`config.mk`:
```
export PLATFORM = sky130hd
export DESIGN_NAME = mem_wb_stage_flat
export DESIGN_NICKNAME = d
export VERILOG_FILES = /design/src/rtl/mem_wb_stage_if.sv /design/src/rtl/mem_wb_stage.sv /design/src/flat_wrapper.sv
export SDC_FILE = /design/constraint.sdc
export NUM_CORES = 1
export LEC_CHECK = 0
export CAP_MARGIN = 10
export CORE_AREA = 2 2 86 88
export CTS_BUF_LIST = sky130_fd_sc_hd__clkbuf_4 sky130_fd_sc_hd__clkbuf_8
export CTS_CLUSTER_SIZE = 28
export DETAILED_ROUTE_END_ITERATION = 8
export DIE_AREA = 0 0 88 90
export PLACE_DENSITY = 0.94
export SYNTH_ARGS = -nofsm -noshare
export SYNTH_HDL_FRONTEND = slang
export SYNTH_SLANG_ARGS = --single-unit
```
`constraint.sdc`:
```
create_clock -name clk -period 4.73 [get_ports clk]
set_input_delay 0.946 -clock clk [delete_from_list [all_inputs] [get_ports clk]]
set_output_delay 0.946 -clock clk [all_outputs]
set_load 0.05 [all_outputs]
```
`src/rtl/mem_wb_stage_if.sv`:
```
//------------------------------------------------------------------------------
// Module   : mem_wb_stage_if
// Brief    : Data-memory req/ready + rvalid bus between mem_wb_stage and DMEM.
// Revision : 1.0
//------------------------------------------------------------------------------
`default_nettype none

interface mem_wb_stage_if;
  logic        req;
  logic        we;
  logic [31:0] addr;
  logic [3:0]  be;
  logic [31:0] wdata;
  logic        ready;
  logic        rvalid;
  logic [31:0] rdata;

  modport master (
    output req, we, addr, be, wdata,
    input  ready, rvalid, rdata
  );

  modport slave (
    input  req, we, addr, be, wdata,
    output ready, rvalid, rdata
  );
endinterface

`default_nettype wire

```
`src/rtl/mem_wb_stage.sv`:
```
//------------------------------------------------------------------------------
// Module   : mem_wb_stage
// Brief    : EX/WB consumer: regfile writeback or DMEM load/store with timeout.
// Revision : 1.0
//------------------------------------------------------------------------------
`default_nettype none

module mem_wb_stage #(
  parameter int DMEM_TIMEOUT = 255,
  parameter int CNT_W        = 8
) (
  input  wire logic        clk,
  input  wire logic        reset,
  input  wire logic [31:0] wb_result,
  input  wire logic [31:0] wb_mem_addr,
  input  wire logic        wb_mem_write,
  input  wire logic        wb_mem_to_reg,
  input  wire logic        wb_alu_to_reg,
  input  wire logic [4:0]  wb_dest_reg_sel,
  input  wire logic [2:0]  mem_alu_operation,
  mem_wb_stage_if.master   dmem,
  output logic             rf_we,
  output logic [4:0]       rf_waddr,
  output logic [31:0]      rf_wdata,
  output logic             stall_read,
  output logic             misalign_err,
  output logic             bus_err
);

  localparam bit             c_TO_EN   = (DMEM_TIMEOUT != 0);
  localparam logic [CNT_W-1:0] c_TO_LAST = CNT_W'(DMEM_TIMEOUT - 1);

  typedef enum logic [1:0] {
    S_IDLE = 2'd0,
    S_REQ  = 2'd1,
    S_RESP = 2'd2
  } state_t;

  state_t           r_state, w_state_nxt;
  logic [CNT_W-1:0] r_cnt;

  logic        w_store, w_load, w_mem_op;
  logic        w_is_byte, w_is_half, w_is_word, w_unsigned;
  logic        w_misalign, w_timeout, w_rd_nz;
  logic [1:0]  w_off;
  logic [3:0]  w_st_be;
  logic [31:0] w_st_wdata, w_ldata;
  logic [7:0]  w_lbyte;
  logic [15:0] w_lhalf;

  // Store outranks load when both are flagged.
  assign w_store    = wb_mem_write;
  assign w_load     = wb_mem_to_reg & ~wb_mem_write;
  assign w_mem_op   = w_store | w_load;
  assign w_is_byte  = (mem_alu_operation[1:0] == 2'b00);
  assign w_is_half  = (mem_alu_operation[1:0] == 2'b01);
  assign w_is_word  = ~w_is_byte & ~w_is_half;
  assign w_unsigned = mem_alu_operation[2];
  assign w_off      = wb_mem_addr[1:0];
  assign w_rd_nz    = (wb_dest_reg_sel != 5'd0);
  assign w_misalign = (w_is_half & w_off[0]) | (w_is_word & (w_off != 2'b00));
  assign w_timeout  = c_TO_EN && (r_cnt == c_TO_LAST);

  assign dmem.addr  = {wb_mem_addr[31:2], 2'b00};
  assign dmem.wdata = w_st_wdata;

  always_comb begin
    w_st_be    = 4'b1111;
    w_st_wdata = wb_result;
    if (w_is_byte) begin
      w_st_be    = 4'b0001 << w_off;
      w_st_wdata = {4{wb_result[7:0]}};
    end else if (w_is_half) begin
      w_st_be    = w_off[1] ? 4'b1100 : 4'b0011;
      w_st_wdata = {2{wb_result[15:0]}};
    end
  end

  assign w_lbyte = 8'(dmem.rdata >> {w_off, 3'b000});
  assign w_lhalf = 16'(dmem.rdata >> {w_off[1], 4'b0000});

  always_comb begin
    w_ldata = dmem.rdata;
    if (w_is_byte)
      w_ldata = {{24{~w_unsigned & w_lbyte[7]}}, w_lbyte};
    else if (w_is_half)
      w_ldata = {{16{~w_unsigned & w_lhalf[15]}}, w_lhalf};
  end

  always_comb begin
    w_state_nxt  = r_state;
    dmem.req     = 1'b0;
    dmem.we      = 1'b0;
    dmem.be      = 4'b0000;
    rf_we        = 1'b0;
    rf_waddr     = wb_dest_reg_sel;
    rf_wdata     = wb_result;
    stall_read   = 1'b0;
    misalign_err = 1'b0;
    bus_err      = 1'b0;

    case (r_state)
      S_IDLE: begin
        if (!w_mem_op) begin
          rf_we = wb_alu_to_reg & w_rd_nz;
        end else if (w_misalign) begin
          misalign_err = 1'b1;
        end else begin
          dmem.req = 1'b1;
          dmem.we  = w_store;
          dmem.be  = w_store ? w_st_be : 4'b1111;
          if (!dmem.ready) begin
            w_state_nxt = S_REQ;
            stall_read  = 1'b1;
          end else if (w_load) begin
            w_state_nxt = S_RESP;
            stall_read  = 1'b1;
          end
        end
      end
      S_REQ: begin
        dmem.req = 1'b1;
        dmem.we  = w_store;
        dmem.be  = w_store ? w_st_be : 4'b1111;
        if (dmem.ready) begin
          w_state_nxt = w_load ? S_RESP : S_IDLE;
          stall_read  = w_load;
        end else if (w_timeout) begin
          bus_err     = 1'b1;
          w_state_nxt = S_IDLE;
        end else begin
          stall_read = 1'b1;
        end
      end
      S_RESP: begin
        rf_wdata = w_ldata;
        if (dmem.rvalid) begin
          rf_we       = w_rd_nz;
          w_state_nxt = S_IDLE;
        end else if (w_timeout) begin
          bus_err     = 1'b1;
          w_state_nxt = S_IDLE;
        end else begin
          stall_read = 1'b1;
        end
      end
      default: w_state_nxt = S_IDLE;
    endcase

    if (reset) begin
      w_state_nxt  = S_IDLE;
      dmem.req     = 1'b0;
      dmem.we      = 1'b0;
      dmem.be      = 4'b0000;
      rf_we        = 1'b0;
      stall_read   = 1'b0;
      misalign_err = 1'b0;
      bus_err      = 1'b0;
    end
  end

  // The launching IDLE cycle counts as the first stalled cycle, hence the preset to 1.
  always_ff @(posedge clk) begin
    if (reset) begin
      r_state <= S_IDLE;
      r_cnt   <= '0;
    end else begin
      r_state <= w_state_nxt;
      if (r_state == S_IDLE)
        r_cnt <= (w_state_nxt != S_IDLE) ? CNT_W'(1) : '0;
      else if (c_TO_EN)
        r_cnt <= r_cnt + CNT_W'(1);
    end
  end

endmodule

`default_nettype wire

```
`src/flat_wrapper.sv`:
```
// flat-port wrapper written by rule: the top's interface ports become plain ports
module mem_wb_stage_flat 
#(
  parameter int DMEM_TIMEOUT = 255,
  parameter int CNT_W        = 8
)
  (clk, reset, wb_result, wb_mem_addr, wb_mem_write, wb_mem_to_reg, wb_alu_to_reg, wb_dest_reg_sel, mem_alu_operation, rf_we, rf_waddr, rf_wdata, stall_read, misalign_err, bus_err, dmem_req, dmem_we, dmem_addr, dmem_be, dmem_wdata, dmem_ready, dmem_rvalid, dmem_rdata);
  mem_wb_stage_if dmem_i ();
  input  wire logic clk;
  input  wire logic reset;
  input  wire logic [31:0] wb_result;
  input  wire logic [31:0] wb_mem_addr;
  input  wire logic wb_mem_write;
  input  wire logic wb_mem_to_reg;
  input  wire logic wb_alu_to_reg;
  input  wire logic [4:0] wb_dest_reg_sel;
  input  wire logic [2:0] mem_alu_operation;
  output logic rf_we;
  output logic [4:0] rf_waddr;
  output logic [31:0] rf_wdata;
  output logic stall_read;
  output logic misalign_err;
  output logic bus_err;
  output wire logic [$bits(dmem_i.req)-1:0] dmem_req;
  output wire logic [$bits(dmem_i.we)-1:0] dmem_we;
  output wire logic [$bits(dmem_i.addr)-1:0] dmem_addr;
  output wire logic [$bits(dmem_i.be)-1:0] dmem_be;
  output wire logic [$bits(dmem_i.wdata)-1:0] dmem_wdata;
  input wire logic [$bits(dmem_i.ready)-1:0] dmem_ready;
  input wire logic [$bits(dmem_i.rvalid)-1:0] dmem_rvalid;
  input wire logic [$bits(dmem_i.rdata)-1:0] dmem_rdata;
  assign dmem_req = dmem_i.req;
  assign dmem_we = dmem_i.we;
  assign dmem_addr = dmem_i.addr;
  assign dmem_be = dmem_i.be;
  assign dmem_wdata = dmem_i.wdata;
  assign dmem_i.ready = dmem_ready;
  assign dmem_i.rvalid = dmem_rvalid;
  assign dmem_i.rdata = dmem_rdata;
  mem_wb_stage #(.DMEM_TIMEOUT(DMEM_TIMEOUT), .CNT_W(CNT_W)) u_core (.clk(clk), .reset(reset), .wb_result(wb_result), .wb_mem_addr(wb_mem_addr), .wb_mem_write(wb_mem_write), .wb_mem_to_reg(wb_mem_to_reg), .wb_alu_to_reg(wb_alu_to_reg), .wb_dest_reg_sel(wb_dest_reg_sel), .mem_alu_operation(mem_alu_operation), .dmem(dmem_i), .rf_we(rf_we), .rf_waddr(rf_waddr), .rf_wdata(rf_wdata), .stall_read(stall_read), .misalign_err(misalign_err), .bus_err(bus_err));
endmodule
```
# Word-level counts from Yosys, hierarchy flattened
# Index checks and enable logic that the tools add are counted.
# word_totals
wordCells	83
output_inout_bits	111
regBits	10
# op_classes
shift	3
muxes	55
eq_ne	4
addsub	1
bitwise	13
reduce_logical	5
# op_table
op	count
two-way mux 32 bit	5
right shift 32 x 5 -> 16 bit	1
right shift 32 x 5 -> 8 bit	1
two-way mux 4 bit	7
two-way mux 1 bit	26
two-way mux 2 bit	9
adder 8 x 1 -> 8 bit, second input constant	1
== test 8 bit, second input constant	1
two-way mux 8 bit	1
one-hot mux 1 bit (2 select lines)	4
one-hot mux 4 bit (2 select lines)	1
bitwise AND 1 bit	7
one-hot mux 2 bit (3 select lines)	1
nonzero test 5 bit	1
== test 2 x 1 -> 1 bit, second input constant	2
logical NOT 2 bit	2
inverter 1 bit	4
nonzero test 2 bit	2
<< shifter 1 x 2 -> 4 bit, first input constant	1
one-hot mux 1 bit (3 select lines)	1
== test 2 bit, second input constant	1
bitwise OR 1 bit	2

# Depth between registers and ports, before layout
# logic_depth
word_depth	12
depth_mapped	8
depth_no_buf	7

# Worst setup path after synthesis
# OpenSTA, ideal clock, no wires.
# synth_timing
path_type	input to output
from	input wb_mem_addr[1]
to	output misalign_err
path_buffers	1
arrival_ps	2837
path_stages	4
required_ps	3784
path_slack_ps	947
cell_sequence	buf_2 -> o21ai_1 -> and2_1 -> nor4_1
# synth_between
elab_chain_len	7
# synth_lines
element	line_no	rtl
from (decl)	flat_wrapper.sv:12	input wire logic [31:0] wb_mem_addr;
nonzero test 2 bit	mem_wb_stage.sv:61	assign w_misalign = (w_is_half & w_off[0]) | (w_is_word & (w_off != 2'b00));
bitwise AND 1 bit	mem_wb_stage.sv:61	
bitwise OR 1 bit	mem_wb_stage.sv:61	
two-way mux 1 bit	mem_wb_stage.sv:106	end else if (w_misalign) begin
two-way mux 1 bit	mem_wb_stage.sv:104	if (!w_mem_op) begin
two-way mux 1 bit	mem_wb_stage.sv:102	case (r_state)
two-way mux 1 bit	mem_wb_stage.sv:150	if (reset) begin
to (decl)	flat_wrapper.sv:22	output logic misalign_err;
# Every way passes these cells.

# Final worst setup path
# layout_timing
from	input wb_mem_addr[0]
to	output rf_wdata[18]
# layout_between
elab_chain_len	4
# layout_lines
element	line_no	rtl
right shift 32 x 5 -> 8 bit	mem_wb_stage.sv:79	assign w_lbyte = 8'(dmem.rdata >> {w_off, 3'b000});
bitwise AND 1 bit	mem_wb_stage.sv:85	w_ldata = {{24{~w_unsigned & w_lbyte[7]}}, w_lbyte};
two-way mux 32 bit	mem_wb_stage.sv:84	if (w_is_byte)
two-way mux 32 bit	mem_wb_stage.sv:102	
to (decl)	flat_wrapper.sv:20	output logic [31:0] rf_wdata;
# Every way passes these cells.

==> metrics <==
multiplexer area fraction after synthesis=a little over an eighth; die area=7920 µm²; Hold Vio Cnt, Final=0; CTS buffer count=3; Tcrit/Tclk final=89.2%; fin nets=574; drt pass-1 iters=5; largest delay contributor family on the critical path=compound AO/OA/AOI/OAI gates; Buf/Inv on CP=2; largest family of logic cells by synthesized area=simple AND/OR/NAND/NOR gates; sequential cell area fraction in the yosys report=8.65%; Post-CTS Repair Setup Buffers=0; Max-Cap Viols=0; pre-CTS setup slack=514 ps; XOR/XNOR Fraction of Synth Area=2.27%; RSZ-0062 raised after global routing=false; Syn-to-layout area delta=72.3%; total core area=7020 µm²; Yosys cell types=48; Synthesis Warnings=0; DP HPWL=8.18 mm; leading area contributor after synthesis=buf_4; Slew @ Worst Pin=531 ps; Post-Synthesis Cells=352; cell row count=31; Synth async-reset ratio=0%; slowest CP cell=clkdlybuf4s50_1; design area=3990 µm²; H-tree lvl count=1; final setup violation count=0; die width=88 µm; largest net degree at the start of global routing=43; clock power share=12.1%; synth cell count leaders=nand2_1 (64), nor2_1 (48), buf_4 (47); cells along the critical path=clkdlybuf4s50_1 > mux4_2 > nand2_1 > o21a_1 > o41a_4 > a21oi_1 > buf_12; post-route setup slack=511 ps; Ports=222; drt via density=5.36; Hold-fix buffers, CTS=0; final wirelength=about 10 mm; Initial DRC Count=230; Sink Count=10; slowest stage delay, CP=roughly 600 ps; GRT overflow=0; Syn Std Cell Area=~2300 µm²; first-pass GRT wire length=14.7 mm; initial antenna violation count=0; maximum clock insertion buffer count=2; Switching Power=429 µW; crit end category=output port; DRC violations left=0; post-cts sizing count=0; Leak=1.63 nW; crit path time final=4220 ps; number of global-route vias before repair=about 2900; FMAX=237 MHz; count leader, synth=nand2_1; Top FF cell, synth=dfxtp_1; layout cells sized above 1=a little under a fifth; outcome=completed; clk slew on worst S/H paths=50 ps; sequential share of power=10.7%; Yosys top cell area share=15.2%; global-route usage over all layers=about 23%; ANT nets after route=0; Hold WC Path Type=reg2reg; Slew Limit Fails=0; Synth Area in Adders=3.24%; CP Data Arrival Time=3270 ps; critical-path maximum fanout=16; Crit Path Class=in2out; pwr/cell area=218 nW/µm²; port bufs=about 160; setup TNS=0 ps; number of synthesized flops with an enable pin=0; Slew HR=roughly 64%; Layout Skew=5.48 ps; crit start category=input port; VDD IR max=242 µV; Power Internal=between 400 and 500 µW; TritonCTS clock tree=done; #FFs+latches synth=10; clock latency on the worst-skew pair=240 ps; Comb power frac=77.2%; critical path required time=3780 ps; Die Ht=90 µm; global placement routability congestion=about 0.94; top cells by area, synth=buf_4 (15%), nand2_1 (10%), dfxtp_1 (8.6%); DR WL/cell=17.8 µm; number of diodes=0; Avg Cell Area, Syn=6.58 µm²; switch share=49.4%; Area after DPL=3930 µm²; vias=~3000; Simple-Gate Fraction of Synth Area=28.2%; Synth Area in Compound Gates=23.3%; clock tree root driver cell=clkbuf_8; Initial Util=between 30 and 40%
layout by cell type, fill, tap and decap left out, drive strengths merged, types with 2 or more instances in the layout:
cell type        n
clkdlybuf4s50  113
nand2           64
buf             53
nor2            48
a21oi           21
a31oi           18
o21ai           17
nand3           12
inv             11
mux2i           11
dfxtp           10
mux2             6
mux4             6
a22oi            6
ha               6
or2              5
xor2             5
clkbuf           4
nor2b            3
nand2b           3
a2bb2oi          3
o221ai           3
nand3b           2
and4             2
nand4            2
a32oi            2
o22ai            2
conb             2
final timing paths:
kind                           from               to  slack [ps]  depth (start not counted)
setup / recovery     wb_mem_addr[0]     rf_wdata[18]         510                          7
hold / removal      u_core.r_cnt[5]  u_core.r_cnt[5]         520                          2
setup reg to reg  u_core.r_state[0]  u_core.r_cnt[0]        2720                          6
hold reg to reg     u_core.r_cnt[5]  u_core.r_cnt[5]         520                          2
registers in the layout, summed over array words and instances (netlist names):
| register | flops |
|---|---|
| u_core.r_cnt | 8 |
| u_core.r_state | 2 |
worst min-delay path: stages (launching register included):
cell     delay, ps
dfxtp_1        330
xor2_1          70
nor2_1          70
layout make-up:
| cell class | instances | area, µm² |
|---|---|---|
| clock buffers | 4 | 55.1 |
| fillers | 604 | 3030 |
| inverters | 11 | 41.3 |
| multi-input cells | 265 | 1640 |
| flip-flops and latches | 10 | 200 |
| well taps | 99 | 124 |
| repair buffers | 166 | 1930 |
cell families after synthesis:
family,Yosys count
other,1
adders and majority gates,6
AOI/OAI and AO/OA,79
buffers and inverters,78
DFF,10
and+or+nand+nor,149
xor gates and xnor gates,6
muxes,23
metrics by stage:
| step | hold slack [ps] | std cells | utilization [%] | total power [mW] |
|---|---|---|---|---|
| floorplan | 472 | 353 | - | 0.534 |
| global placement | 486 | 551 | 56.0 | 0.751 |
| detailed placement | 507 | 551 | 56.0 | 0.760 |
| CTS | 522 | 555 | 56.8 | 0.867 |
| global route | 539 | 555 | 56.8 | 0.902 |
| finish | 516 | 555 | 56.8 | 0.868 |
power groups by stage:
stage | Clock (mW) | Sequential, mW | Combinational [mW]
4_1_cts | 0.106 | 0.0925 | 0.668
3_5_place_dp | 0 | 0.0941 | 0.666
3_3_place_gp | 0 | 0.0938 | 0.657
2_1_floorplan | 0 | 0.0929 | 0.442
6_report | 0.105 | 0.0928 | 0.670
5_1_grt | 0.111 | 0.0930 | 0.699
layer usage:
layer | track usage [%] | vias up | part of all wire, %
li1 | - | 1388 | -
met3 | 3.40 | 14 | 8.5
met4 | 4.87 | 0 | 1.6
met2 | 42.7 | 192 | 53
met1 | 26.6 | 1382 | 37
met5 | 0 | - | 0
Note: power is estimated with default switching activity, not from simulation.
